`src/rtl/dz_pkg.sv`:
```
// Shared constants for the egg-hatch LED matrix display stage.
// Image bitmaps are stored row-major: row r occupies bits [8*r +: 8].
package dz_pkg;

    localparam int ROWS      = 8;
    localparam int IMG_COUNT = 12;

    localparam logic [3:0] IMG_STAGE_LAST   = 4'd7;
    localparam logic [3:0] IMG_ANIMAL_FIRST = 4'd8;
    localparam logic [3:0] IMG_ANIMAL_LAST  = 4'd11;

    localparam logic [63:0] BITMAP [IMG_COUNT] = '{
        64'h3C7EFFFFFFFF7E3C,
        64'h3C7EFFF7FFFF7E3C,
        64'h3C7EEFF7FBFF7E3C,
        64'h3C5EEFD7FBDF7E3C,
        64'h3C5AAD57BADA7E3C,
        64'h245A81A5A5815A24,
        64'h18244281A5814224,
        64'h1824423C7E7E3C18,
        64'h6699FF81A5BD8166,
        64'h42E7FFDBFF7E3C24,
        64'h1C3E7F7F3E1C0808,
        64'h81C3E7FFFF7E3C18
    };

    function automatic logic [7:0] row_sel(input logic [2:0] r,
                                           input bit act_low);
        logic [7:0] oh;
        oh = 8'b1 << r;
        return act_low ? ~oh : oh;
    endfunction

endpackage

```
`src/rtl/dz_font_rom.sv`:
```
// Combinational image/row lookup; indices beyond the animal set are blank.
module dz_font_rom
    import dz_pkg::*;
(
    input  logic [3:0] img,
    input  logic [2:0] row,
    output logic [7:0] pattern
);

    always_comb begin
        pattern = '0;
        if (img <= IMG_ANIMAL_LAST)
            pattern = BITMAP[img][{row, 3'b000} +: 8];
    end

endmodule

```
`src/rtl/dz_scan_driver.sv`:
```
// Row-multiplexed driver for the 8x8 red/green matrix with frame-latched,
// tear-free image capture and a green blink while the game is failed.
module dz_scan_driver
    import dz_pkg::*;
#(
    parameter int SCAN_DIV       = 1000,
    parameter int BLINK_FRAMES   = 32,
    parameter bit ROW_ACTIVE_LOW = 1'b1
) (
    input  logic       clk,
    input  logic       rst_n,
    input  logic [3:0] num,
    input  logic       fail,
    output logic [7:0] row,
    output logic [7:0] colr,
    output logic [7:0] colg,
    output logic       frame_done
);

    localparam int PW = $clog2(SCAN_DIV);
    localparam int BW = $clog2(2 * BLINK_FRAMES);

    localparam logic [PW-1:0] PS_LAST  = PW'(SCAN_DIV - 1);
    localparam logic [BW-1:0] BL_LAST  = BW'(2 * BLINK_FRAMES - 1);
    localparam logic [BW-1:0] BL_HALF  = BW'(BLINK_FRAMES);
    localparam logic [2:0]    ROW_LAST = 3'(ROWS - 1);
    localparam logic [7:0]    ROW_IDLE = ROW_ACTIVE_LOW ? 8'hFF : 8'h00;

    logic [PW-1:0] prescaler;
    logic [2:0]    row_idx;
    logic [3:0]    img_q;
    logic          fail_q;
    logic [BW-1:0] blink_cnt;

    logic          tick;
    logic          boundary;
    logic [2:0]    row_n;
    logic [3:0]    img_n;
    logic          fail_n;
    logic [BW-1:0] blink_n;
    logic          blank_n;
    logic [7:0]    pat_n;
    logic [7:0]    colr_n;
    logic [7:0]    colg_n;

    // Pattern is looked up for the row about to be shown, so row and
    // columns load on the same edge.
    dz_font_rom u_rom (
        .img     (img_n),
        .row     (row_n),
        .pattern (pat_n)
    );

    always_comb begin
        tick     = (prescaler == PS_LAST);
        boundary = tick && (row_idx == ROW_LAST);
        row_n    = row_idx + 3'd1;
        img_n    = img_q;
        fail_n   = fail_q;
        blink_n  = blink_cnt;
        if (boundary) begin
            img_n  = num;
            fail_n = fail;
            if (!fail)
                blink_n = '0;
            else if (fail_q)
                blink_n = (blink_cnt == BL_LAST) ? '0 : blink_cnt + BW'(1);
        end
        blank_n = (blink_n >= BL_HALF);

        colr_n = '0;
        colg_n = '0;
        if (fail_n) begin
            colg_n = blank_n ? 8'h00 : pat_n;
        end else if (img_n <= IMG_STAGE_LAST) begin
            colr_n = pat_n;
        end else begin
            colr_n = pat_n;
            colg_n = pat_n;
        end
    end

    always_ff @(posedge clk or negedge rst_n) begin
        if (!rst_n) begin
            prescaler  <= '0;
            row_idx    <= ROW_LAST;
            img_q      <= '0;
            fail_q     <= 1'b0;
            blink_cnt  <= '0;
            row        <= ROW_IDLE;
            colr       <= '0;
            colg       <= '0;
            frame_done <= 1'b0;
        end else begin
            prescaler  <= tick ? '0 : prescaler + PW'(1);
            frame_done <= boundary;
            if (tick) begin
                row_idx   <= row_n;
                img_q     <= img_n;
                fail_q    <= fail_n;
                blink_cnt <= blink_n;
                row       <= row_sel(row_n, ROW_ACTIVE_LOW);
                colr      <= colr_n;
                colg      <= colg_n;
            end
        end
    end

endmodule

```
`config.mk`:
```
export PLATFORM = sky130hd
export DESIGN_NAME = dz_scan_driver
export DESIGN_NICKNAME = d
export VERILOG_FILES = /design/src/rtl/dz_pkg.sv /design/src/rtl/dz_font_rom.sv /design/src/rtl/dz_scan_driver.sv
export SDC_FILE = /design/constraint.sdc
export NUM_CORES = 1
export LEC_CHECK = 0
export CAP_MARGIN = 20
export CELL_PAD_IN_SITES_DETAIL_PLACEMENT = 0
export CELL_PAD_IN_SITES_GLOBAL_PLACEMENT = 1
export CORE_ASPECT_RATIO = 1.1
export CORE_UTILIZATION = 47
export DETAILED_ROUTE_END_ITERATION = 10
export PLACE_DENSITY_LB_ADDON = 0.1
export SLEW_MARGIN = 20
export SYNTH_ARGS = -nofsm -noshare
export SYNTH_HDL_FRONTEND = slang
export SYNTH_HIERARCHICAL = 1
export SYNTH_SLANG_ARGS = --single-unit
```
`constraint.sdc`:
```
create_clock -name clk -period 9.4 [get_ports clk]
set_clock_uncertainty 0.15 [all_clocks]
set_input_delay 1.88 -clock clk [delete_from_list [all_inputs] [get_ports clk]]
set_output_delay 1.88 -clock clk [all_outputs]
set_load 0.05 [all_outputs]
```
======== Yosys cells after proc, flatten, opt, wreduce, memory -nomap -nowiden ========
Memories as Yosys holds them, arrays and structs flattened.
Cells that the tools add are included.
Widths: inputs -> output; s select.
word-level totals
  ROM bits ................................ 1024
  memories kept ........................... 1
  word-level logic and storage cells ...... 39
  register bits after elaboration ......... 49
  input port bits ......................... 7
operators by class
  reduce and logical (&&, ||, !) cells .... 1
  muxes and demuxes ....................... 14
  add/subtract/negate cells ............... 3
  eq/ne operators ......................... 3
  shift operators ......................... 2
  bitwise gates (word level) .............. 2
  $lt $le $gt $ge ......................... 4
memory list
  name             depth  width  read ports  clocked after Yosys merged registers in  wr ports  RTL line           source
  (no name shown)  16     64     1           0                                        0         dz_font_rom.sv:13  pattern = BITMAP[img][{row, 3'b000} +: 8];
operator list
  operator               number
  $mux 64                2
  $shiftx 64x7->8        1
  $mux 8                 5
  $mux 6                 4
  $add 10x1->10 const B  1
  $eq 10x10->1 const B   1
  $mux 10                1
  $not 8->8              1
  $shl 1x3->8 const A    1
  $add 6x1->6 const B    1
  $eq 6x6->1 const B     1
  $ge 6x6->1 const B     1
  $ge 5x5->1 const B     1
  $not 4->5              1
  $le 4x3->1 const B     1
  $le 4x4->1 const B     1
  $mux 4                 1
  $add 3x1->3 const B    1
  $eq 3x3->1 const B     1
  $logic_and 1x1->1      1
  $mux 1                 1

======== Logic depth before layout (Yosys ltp) ========
Gate-level depths: netlist (run 1).
  depth after elaboration ................. 11
  mapped depth ............................ 17

======== Hierarchy ========
Netlist (run 1), hierarchy kept.
modules (own cells, without submodules)
  module          seq. area each (um^2)  instances  area an instance (um^2)  cells an instance
  dz_scan_driver  1239.9                 1          2240.9                   229
  dz_font_rom     0.0                    1          947.2                    149

======== Worst setup path after synthesis (run 1) ========
Ideal clock, no wire load.
  kind .................................... in2reg
  start point ............................. input port num[1]
  end point ............................... register colg[5]
  data required time ...................... 9.105 ns
  path buffers ............................ 2
  cell stages on the path ................. 13
  data arrival time ....................... 3.846 ns
  setup slack ............................. 5.259 ns
  path through ............................ nand2_1 -> nand2_1 -> buf_2 -> inv_1 -> ha_1 -> buf_2 -> nand2b_1 -> o32a_1 -> a41oi_2 -> a221oi_1 -> or3_1 -> nand2_1 -> a21oi_1
on the way
  cells in the longest elaborated chain, start to end .. 9
  elaborated cells on any way between the ends .. 12
  those cells by class .................... order compare (2); shift (1); mux (7); bitwise (1); memory (1)
ends and longest elaborated chain
  what                                        RTL line                                    source
  start: declaration                          dz_scan_driver.sv:12                        input logic [3:0] num,
  $mux 4 *                                    dz_scan_driver.sv:61                        if (boundary) begin
  net img_n[1]                                dz_scan_driver.sv:38                        logic [3:0] img_n;
  $not 4->5 (implied by the code)             dz_font_rom.sv:13
  $mem_v2 16x64                               -
  $mux 64 (implied by the code) (2 in a row)  dz_font_rom.sv:13
  $shiftx 64x7->8                             dz_font_rom.sv:13
  $mux 8 *                                    dz_font_rom.sv:12                           if (img <= IMG_ANIMAL_LAST)
  net pat_n[5]                                dz_scan_driver.sv:42                        logic [7:0] pat_n;
  $mux 8 (on tied branches)                   dz_scan_driver.sv:75, dz_scan_driver.sv:74
  $mux 8 *                                    dz_scan_driver.sv:73                        if (fail_n) begin
  end signal: assignment                      dz_scan_driver.sv:104                       colg <= colg_n;
  end: declaration                            dz_scan_driver.sv:16                        output logic [7:0] colg,
The timed path passes the listed nets; every way through them passes the cells marked *. The select of a mux whose other input is x is not followed.
A chain may end at the register's enable or synchronous reset.

======== Worst setup path in the final report (run 1) ========
Ends and elaborated chain as after synthesis.

==> summary.txt, run 1 <==
Status
  • Status: finished, final reports clean

Die
  • Die width: 80.5 um
  • Boundary pin count: 32
  • Initial core utilization: 48.6%
  • Core region area: 6560 sq um
  • Die area: 7120 sq um
  • Num rows: 31
  • Die Ht: 88.4 um

STA
  • # setup viols final: 0
  • Fmax: 0.210 GHz
  • Tcrit/Tclk final: 50.6%
  • Fin Setup TNS: 0 ns
  • Final hold vios: 0
  • Max_slew headroom: 40.8%
  • Period minus WS final: 4.76 ns
  • Worst slew pin tran: 0.864 ns
  • Hold_ws: 0.319 ns
  • Setup repair after global routing missed its margin: false
  • Slew Limit Fails: 0

Synthesis
  • Syn nets: 400
  • Post-synth EDFFs: 0
  • Post-Synthesis Cell Area: 3190 sq um
  • Cells after synthesis: 378
  • Synth Warn #: 6
  • Asr flop ratio synth: 100%
  • Seq cells post-synth: 49
  • Seq/Total Area, Yosys: 38.9%
  • Main synth FF type: dfrtp_1
  • Cell variety after synth: 57
  • Syn Area/Cell: 8.43 sq um

Clocking
  • Clk Latency, worst-skew pair: 0.30 ns
  • Post_cts resized: 0
  • Max H-tree Level: 2
  • Hold_buf cts: 0
  • Clock Tree Root: clkbuf_8
  • CTS tree: built
  • Post-CTS setup buffer count: 0
  • Clock slew at reported path FFs: 0.10 ns
  • Num CTS Buffers: 5
  • Clock buffer depth: 2
  • Clock sink total: 49

Detailed routing
  • Top Metal Used: met4
  • Antenna viol nets, final: 0
  • Initial DRT Pass Iterations: 4
  • Routed len/inst: 15.9 um
  • Iter 0 DRT Violations: 160
  • DRT Wirelength: 7.56 mm
  • WL met3: 314 um
  • DRT met1 WL: 3.49 mm
  • Met2 routed WL: 3.62 mm
  • DRC: 0
  • Via count: 2807
  • Drt via density: 5.91

Critical path
  • Critical-path cell list: clkdlybuf4s50_1, nand2_1, nand2_1, inv_1, ha_1, nand2b_1, o32a_1, a41oi_2, a221oi_1, or3_1, nand2_1, a21oi_1
  • Worst Path Arrival: 4.77 ns
  • CP max stage cell: nand2_1
  • Critical path class: primary input to register
  • Worst EP required: 9.41 ns
  • Crit. End Element: register
  • Critical path's most frequent cell: nand2_1
  • CP max stage delay: 0.48 ns
  • Worst Setup Start Kind: primary input
  • Crit-path max FO: 17

Final layout
  • Layout Nets: 414
  • Most frequent cells in the layout: nand2_1, dfrtp_1, clkdlybuf4s50_1
  • Layout cells sized above 1: 8.14%
  • Ant. Diodes: 0
  • Fin cells: 475
  • Layout area overhead: 12.5%
  • Commonest non-fill, non-tap cell in the layout: nand2_1

Placed design
  • Placer Congestion: 0.877
  • DP Wirelength: 5.21 mm
  • Dpl cells: 467
  • IO buf count: 31

Global routing
  • GRT Util Overall: 22.5%
  • Pin count of the biggest net entering global routing: 44
  • First-pass GRT wire length: 12.5 mm
  • Vias in the first global route: 2553
  • Initial antenna violation count: 0
  • Congestion Overflow GR: 0

Flow run
  • Max cap viols: 0

Worst hold path
  • HP Class: register to register

Pwr
  • Pwr/cell area: 104 nW/um^2
  • P_leak: 1.53 nW
  • Max IR drop VDD: 0.0609 mV
cell families (layout without fill, tap and decap cells):
kind of cell,count (synthesis),after routing,synth area share (%)
AO/OA/AOI/OAI,98,98,20.5
multiplexers,8,8,2.98
flip-flops,49,49,38.9
adder cells (fa/ha/maj),15,15,5.89
buffers and inverters,42,57,6.32
XOR/XNOR,8,8,2.20
AND/OR/NAND/NOR,158,158,23.2
layout make-up:
type | count | area, sq um
Tap cell | 82 | 103
Sequential cell | 49 | 1240
Multi-Input combinational cell | 287 | 1750
Timing Repair Buffer | 34 | 328
Clock inverter | 3 | 43.8
Clock buffer | 5 | 68.8
Fill cell | 632 | 2970
Inverter | 15 | 56.3
flip-flops by register name, summed over array words and instances (netlist names):
register and cells:
prescaler 10, colg 8, colr 8, row 8
blink_cnt 6, img_q 4, row_idx 3, fail_q 1
frame_done 1
report_power, final:
group / total, mW / internal (mW) / switching, mW
registers: 0.211 / 0.211 / 0
logic: 0.00775 / 0.00255 / 0.00521
clock network: 0.155 / 0.0799 / 0.0753
path summary, 6_finish.rpt:
kind	start	end	slack [ns]	cells after the start
worst max-delay path	num[1]	colg[5]	4.64	12
worst min-delay path	img_q[0]	img_q[0]	0.32	2
min in group asynchronous	rst_n	blink_cnt[0]	1.36	1
worst min register to register	img_q[0]	img_q[0]	0.32	2
max in group asynchronous	rst_n	row[7]	6.94	2
worst max register to register	row_idx[0]	colg[5]	5.15	15
through the flow:
step                      setup slack [ns]  instance area (sq um)  power, mW  utilization, %
after floorplan                       5.26                   3190      0.216               -
after global placement                4.45                   3470      0.223            53.0
after detailed placement              4.37                   3470      0.223            53.0
after CTS                             4.68                   3590      0.378            54.7
after global routing                  4.41                   3590      0.387            54.7
final                                 4.64                   3590      0.374            54.7
per-layer routing:
layer,vias up,track usage [%]
met4,0,7.63
li1,1370,-
met1,1347,30.7
met3,13,3.09
met2,77,36.6
met5,-,0
cell usage after synthesis (2+ instances only):
| master | instances | area share [%] |
|---|---|---|
| nand2_1 | 76 | 8.9 |
| dfrtp_1 | 38 | 30 |
| nor2_1 | 26 | 3.1 |
| a21oi_1 | 25 | 3.9 |
| o21ai_0 | 24 | 3.8 |
| nand3_1 | 20 | 3.1 |
| ha_1 | 15 | 5.9 |
| buf_2 | 14 | 2.2 |
| a31oi_1 | 13 | 2.6 |
| inv_1 | 12 | 1.4 |
| dfstp_2 | 11 | 9.1 |
| clkbuf_1 | 7 | 0.82 |
| nand2b_1 | 6 | 1.2 |
| buf_4 | 5 | 1.2 |
| mux2i_1 | 5 | 1.6 |
| nand4_1 | 5 | 0.98 |
| o31ai_1 | 5 | 1.2 |
| xor2_1 | 5 | 1.4 |
| nand3b_1 | 4 | 0.94 |
| nor2b_1 | 4 | 0.78 |
| a221o_1 | 3 | 0.94 |
| a22oi_1 | 3 | 0.71 |
| and3_1 | 3 | 0.59 |
| nor3_1 | 3 | 0.47 |
| o22ai_1 | 3 | 0.59 |
| xnor2_1 | 3 | 0.82 |
| a21boi_0 | 2 | 0.47 |
| a22o_1 | 2 | 0.55 |
| a41o_1 | 2 | 0.63 |
| and2_1 | 2 | 0.39 |
| inv_2 | 2 | 0.24 |
| mux2_2 | 2 | 0.71 |
| o2111ai_1 | 2 | 0.55 |
| o211ai_1 | 2 | 0.47 |
| or4b_1 | 2 | 0.63 |
worst max-delay path: cells and delay by family:
kind            cells  cell delay, ns
buf+inv             2            0.70
simple gates        5            1.27
compound gates      4            0.56
fa+ha+maj           1            0.35
Note: power is estimated with default switching activity, not from simulation.
==> run 2: changes to the inputs <==
--- a/config.mk
+++ b/config.mk
@@ -9,7 +9,7 @@
 export CELL_PAD_IN_SITES_DETAIL_PLACEMENT = 0
 export CELL_PAD_IN_SITES_GLOBAL_PLACEMENT = 1
 export CORE_ASPECT_RATIO = 1.1
-export CORE_UTILIZATION = 47
+export CORE_UTILIZATION = 43
 export DETAILED_ROUTE_END_ITERATION = 10
 export PLACE_DENSITY_LB_ADDON = 0.1
 export SLEW_MARGIN = 20
==> constraint.sdc (replaced) <==
create_clock -name clk -period 4.6 [get_ports clk]
set_clock_uncertainty 0.15 [all_clocks]
set_input_delay 0.92 -clock clk [delete_from_list [all_inputs] [get_ports clk]]
set_output_delay 0.92 -clock clk [all_outputs]
set_load 0.05 [all_outputs]
==> summary.txt, run 2 (synthesized netlist as in run 1, its figures left out) <==
Detailed routing
  • DRC: 4
  • Initial DRT Pass Iterations: 8
  • Routed len/inst: 16.1 um
  • Antenna viol nets, final: 0
  • Drt via density: 5.77
  • DRT Wirelength: 7.81 mm
  • Via count: 2791
  • Iter 0 DRT Violations: 129

Die
  • Num rows: 32
  • Die width: 84.1 um
  • Initial core utilization: 45.0%
  • Die area: 7760 sq um
  • Boundary pin count: 32
  • Core region area: 7090 sq um
  • Die Ht: 92.3 um

Global routing
  • Vias in the first global route: 2720
  • GRT Util Overall: 21.3%
  • Congestion Overflow GR: 0
  • First-pass GRT wire length: 13.3 mm
  • Initial antenna violation count: 0
  • Pin count of the biggest net entering global routing: 44

Critical path
  • Worst R2R End: colg[5]
  • Worst EP required: 4.62 ns
  • RR Startpoint: row_idx[0]
  • CP max stage delay: 0.56 ns
  • Buffers plus inverters on the worst setup path: 2
  • Crit-path max FO: 11
  • CP top delay family: simple AND/OR/NAND/NOR gates
  • CP max stage cell: dfstp_2
  • Crit. End Element: register
  • Worst Path Arrival: 3.90 ns
  • Worst Setup Start Kind: register
  • R2R cell count: 15
  • R2r setup slk: 0.71 ns
  • Critical-path cell list: ha_1, ha_1, nand4_1, clkinv_1, nand2_1, nand2_1, inv_1, ha_1, nand2b_1, o32a_1, a41oi_2, a221oi_1, or3_1, nand2_1, a21oi_1
  • Critical path class: register to register

Clocking
  • Max H-tree Level: 2
  • CTS tree: built
  • Post-CTS setup buffer count: 0
  • Num CTS Buffers: 5
  • Clock buffer depth: 2
  • Clk Latency, worst-skew pair: 0.31 ns
  • Post_cts resized: 0
  • Clock Tree Root: clkbuf_8
  • Hold_buf cts: 0
  • Clock sink total: 49
  • Clock slew at reported path FFs: 0.10 ns

STA
  • Final hold vios: 0
  • Max_slew headroom: 39.4%
  • Fmax: 0.257 GHz
  • Slew Limit Fails: 0
  • Period minus WS final: 3.89 ns
  • Tcrit/Tclk final: 84.5%
  • Fin Setup TNS: 0 ns
  • Worst slew pin tran: 0.906 ns
  • Setup repair after global routing missed its margin: false
  • # setup viols final: 0

Worst hold path
  • HP Class: register to register
  • Hold Startpoint: img_q[2]
  • Worst Hold End: img_q[2]
  • Hold depth: 2

Status
  • Failing checks: DRC
  • Status: finished with violations

Final layout
  • Ant. Diodes: 0
  • Commonest non-fill, non-tap cell in the layout: nand2_1
  • Layout cells sized above 1: 9.52%
  • Fin cells: 484
  • Final Util: 51.3%
  • Largest register FFs: 10
  • Most frequent cells in the layout: nand2_1, dfrtp_1, clkdlybuf4s50_1
  • Biggest register: prescaler
  • Final Instance Area: 3630 sq um
  • Fillers: 693
  • Layout Nets: 420
  • Layout area overhead: 14.0%

Placed design
  • DP Wirelength: 5.50 mm
  • Dpl cells: 476
  • IO buf count: 31
  • Placer Congestion: 0.805
  • Dpl cell area: 3520 sq um

Pwr
  • Pwr Total: 0.766 mW
  • Max IR drop VDD: 0.160 mV
  • Internal power: 0.599 mW
  • Sw frac: 21.8%
  • Clock Power Share: 41.7%
  • Seq pwr share: 56.3%
  • Combinational power share: 2.1%
  • Switching power: 0.167 mW
  • P_leak: 1.56 nW
  • Pwr/cell area: 211 nW/um^2

Flow run
  • Max cap viols: 0
-- run 2: metal layers --
metal	vias to the layer above	GRT usage [%]	wire, um
met2	65	35.9	3750
met1	1331	27.8	3550
li1	1376	-	-
met5	-	0	0
met3	19	2.76	298
met4	0	8.33	215
-- run 2: worst max-delay path by stage --
stage | startpoint | to | cells past startpoint
CTS | row_idx[0] | colg[5] | 15
global placement | row_idx[0] | colg[5] | 15
global route | row_idx[1] | colg[5] | 15
detailed placement | row_idx[0] | colg[5] | 15
floorplan | row_idx[0] | colg[5] | 17
finish | row_idx[0] | colg[5] | 15
-- run 2: metrics by stage --
stage          hold WS (ns)  worst slack (ns)
2_1_floorplan         0.283              1.09
3_3_place_gp          0.295             0.848
3_5_place_dp          0.301             0.727
4_1_cts               0.322             0.698
5_1_grt               0.348             0.331
6_report              0.316             0.714
-- run 2: power groups by stage --
stage	clock network, mW	registers, mW	logic (mW)
after floorplan	0	0.439	0.00176
after global placement	0	0.439	0.0165
after detailed placement	0	0.439	0.0165
after CTS	0.334	0.431	0.0166
after global routing	0.344	0.431	0.0182
final	0.319	0.431	0.0159
-- run 2: worst reg2reg max path, cell delays in order (launching register included) --
cell      delay, ns
dfstp_2        0.56
ha_1           0.17
ha_1           0.26
nand4_1        0.20
clkinv_1       0.20
nand2_1        0.09
nand2_1        0.31
inv_1          0.20
ha_1           0.33
nand2b_1       0.24
o32a_1         0.21
a41oi_2        0.23
a221oi_1       0.07
or3_1          0.41
nand2_1        0.07
a21oi_1        0.05
-- run 2: area by class of cell --
class                      instances  area [sq um]  share of cell area (%)
multi-input combinational        287          1750                    48.1
clock buffer                       5          68.8                    1.89
inverter                          15          56.3                    1.55
tap                               85           106                    2.93
clock inverter                     3          43.8                    1.20
sequential                        49          1240                    34.1
timing repair buffer              40           373                    10.3
==> run 3: changes to the inputs <==
--- a/config.mk
+++ b/config.mk
@@ -9,7 +9,7 @@
 export CELL_PAD_IN_SITES_DETAIL_PLACEMENT = 0
 export CELL_PAD_IN_SITES_GLOBAL_PLACEMENT = 1
 export CORE_ASPECT_RATIO = 1.1
-export CORE_UTILIZATION = 43
+export CORE_UTILIZATION = 39
 export DETAILED_ROUTE_END_ITERATION = 10
 export PLACE_DENSITY_LB_ADDON = 0.1
 export SLEW_MARGIN = 20
==> constraint.sdc (replaced) <==
create_clock -name clk -period 3.2 [get_ports clk]
set_clock_uncertainty 0.15 [all_clocks]
set_input_delay 0.64 -clock clk [delete_from_list [all_inputs] [get_ports clk]]
set_output_delay 0.64 -clock clk [all_outputs]
set_load 0.05 [all_outputs]
==> summary.txt, run 3 (synthesized netlist as in run 1, its figures left out) <==
Final layout
  • Final Util: 50.3%
  • Area of the multi-input gates: 1870 sq um
  • Largest register FFs: 10
  • Ant. Diodes: 0
  • Commonest non-fill, non-tap cell in the layout: nand2_1
  • Most frequent cells in the layout: nand2_1, dfrtp_1, buf_4
  • Layout cells sized above 1: 21.1%
  • Layout Nets: 448
  • Sequential cell area: 1240 sq um
  • Fillers: 791
  • Layout area overhead: 25.0%
  • Biggest register: prescaler

Critical path
  • Crit. End Element: register
  • RR Startpoint: row_idx[0]
  • WP depth: 13
  • R2r setup slk: 0.16 ns
  • Buffers plus inverters on the worst setup path: 1
  • CP max stage delay: 0.59 ns
  • Worst R2R End: colg[3]
  • Critical path class: register to register
  • Critical-path cell list: ha_4, ha_4, nand4_1, nand2_2, nand2_4, buf_4, ha_1, a21oi_2, o21ai_0, a221o_1, a41o_1, nand2_1, a21oi_1
  • CP max stage cell: dfstp_2
  • R2R cell count: 13
  • CP top delay family: compound AO/OA/AOI/OAI gates
  • Worst EP required: 3.23 ns
  • Worst Setup Start Kind: register
  • Crit-path max FO: 6
  • Critical path's most frequent cell: ha_4
  • Worst Path Arrival: 3.07 ns

Pwr
  • P_leak: 1.68 nW
  • Sw frac: 23.9%
  • Internal power: 0.792 mW
  • Combinational power share: 2.3%
  • Seq pwr share: 59.6%
  • Max IR drop VDD: 0.154 mV
  • Switching power: 0.248 mW
  • Pwr/cell area: 261 nW/um^2
  • Clock Power Share: 38.1%

Die
  • Core region area: 7910 sq um
  • Boundary pin count: 32
  • Num rows: 34
  • Die area: 8540 sq um
  • Initial core utilization: 40.3%
  • Die Ht: 96.8 um
  • Die width: 88.2 um

Global routing
  • Pin count of the biggest net entering global routing: 44
  • First-pass GRT wire length: 13.5 mm
  • GRT Util Overall: 20.0%
  • Congestion Overflow GR: 0
  • Vias in the first global route: 2790
  • Initial antenna violation count: 0

Detailed routing
  • DRC: 0
  • WL met3: 355 um
  • Iter 0 DRT Violations: 136
  • Antenna viol nets, final: 0
  • Via count: 2934
  • DRT Wirelength: 8.23 mm
  • Met2 routed WL: 4.08 mm
  • Drt via density: 5.48
  • Top Metal Used: met4
  • Initial DRT Pass Iterations: 4
  • Routed len/inst: 15.4 um
  • DRT met1 WL: 3.69 mm

STA
  • Period minus WS final: 3.04 ns
  • Worst slew pin tran: 0.627 ns
  • Hold_ws: 0.180 ns
  • Tcrit/Tclk final: 94.9%
  • Final hold vios: 0
  • Fmax: 0.329 GHz
  • Max_slew headroom: 58.2%
  • # setup viols final: 0
  • Slew Limit Fails: 0
  • Setup repair after global routing missed its margin: false

Clocking
  • Clock Tree Root: clkbuf_8
  • Max H-tree Level: 2
  • Clk Latency, worst-skew pair: 0.31 ns
  • Clock sink total: 49
  • Hold_buf cts: 0
  • Num CTS Buffers: 5
  • CTS tree: built
  • Clock slew at reported path FFs: 0.11 ns
  • Clock buffer depth: 2

Status
  • Status: finished, final reports clean

Placed design
  • Placer Congestion: 0.858
  • DP Wirelength: 5.89 mm
  • IO buf count: 31

Flow run
  • Max cap viols: 0

Worst hold path
  • HP Class: primary input to async pin
[run 3: cell types whose count changed in the layout (fill, tap and decap cells not counted), moves of 2 or more]
cell,before,now
a21oi_1,25,21
a21oi_2,0,4
buf_4,9,37
ha_1,15,10
ha_4,0,4
inv_1,12,10
nand2_1,76,69
nand2_2,0,5
nand2_4,0,2
[run 3: area by class of cell]
class	count	share of cell area, %
clock buffers	5	1.73
well taps	108	3.39
flip-flops and latches	49	31.1
multi-input cells	287	46.9
inverters	15	1.51
repair buffers	68	14.6
clock inverters	3	0.722
[run 3: how the worst max path moves through the flow]
stage | from | endpoint
floorplan | row_idx[0] | colg[5]
global placement | row_idx[0] | colg[5]
detailed placement | row_idx[0] | colg[5]
CTS | row_idx[0] | colg[5]
global route | prescaler[1] | colg[3]
finish | row_idx[0] | colg[3]
[run 3: repair_timing]
action / in CTS / in global routing
gates resized for setup: 0 / 24
buffers inserted: 2 / 3
setup endpoints to repair: 6 / 15
gates cloned: 0 / 0
pin swaps: 0 / 9
[run 3: per-layer routing]
layer / vias to the layer above / track usage, %
met5: - / 0
met4: 0 / 4.22
met3: 8 / 2.82
met2: 73 / 33.7
met1: 1418 / 26.9
li1: 1435 / -
[run 3: metrics by stage]
stage / setup slack [ns] / total power, mW / setup TNS [ns] / instance area [sq um] / cells
finish: 0.162 / 1.04 / 0 / 3980 / 535
global route: 0.00465 / 1.09 / 0 / 3980 / 535
CTS: 0.00837 / 1.06 / 0 / 3870 / 532
detailed placement: -0.00976 / 0.657 / -0.00976 / 3760 / 522
global placement: 0.0588 / 0.656 / 0 / 3760 / 522
floorplan: 0.0323 / 0.634 / 0 / 3230 / 378
[run 3: power by group through the flow]
stage          combinational [mW]  clock [mW]  sequential (mW)
3_5_place_dp               0.0256           0            0.631
3_3_place_gp               0.0251           0            0.631
5_1_grt                    0.0278       0.439            0.620
2_1_floorplan             0.00252           0            0.631
6_report                   0.0243       0.396            0.620
4_1_cts                    0.0257       0.412            0.620
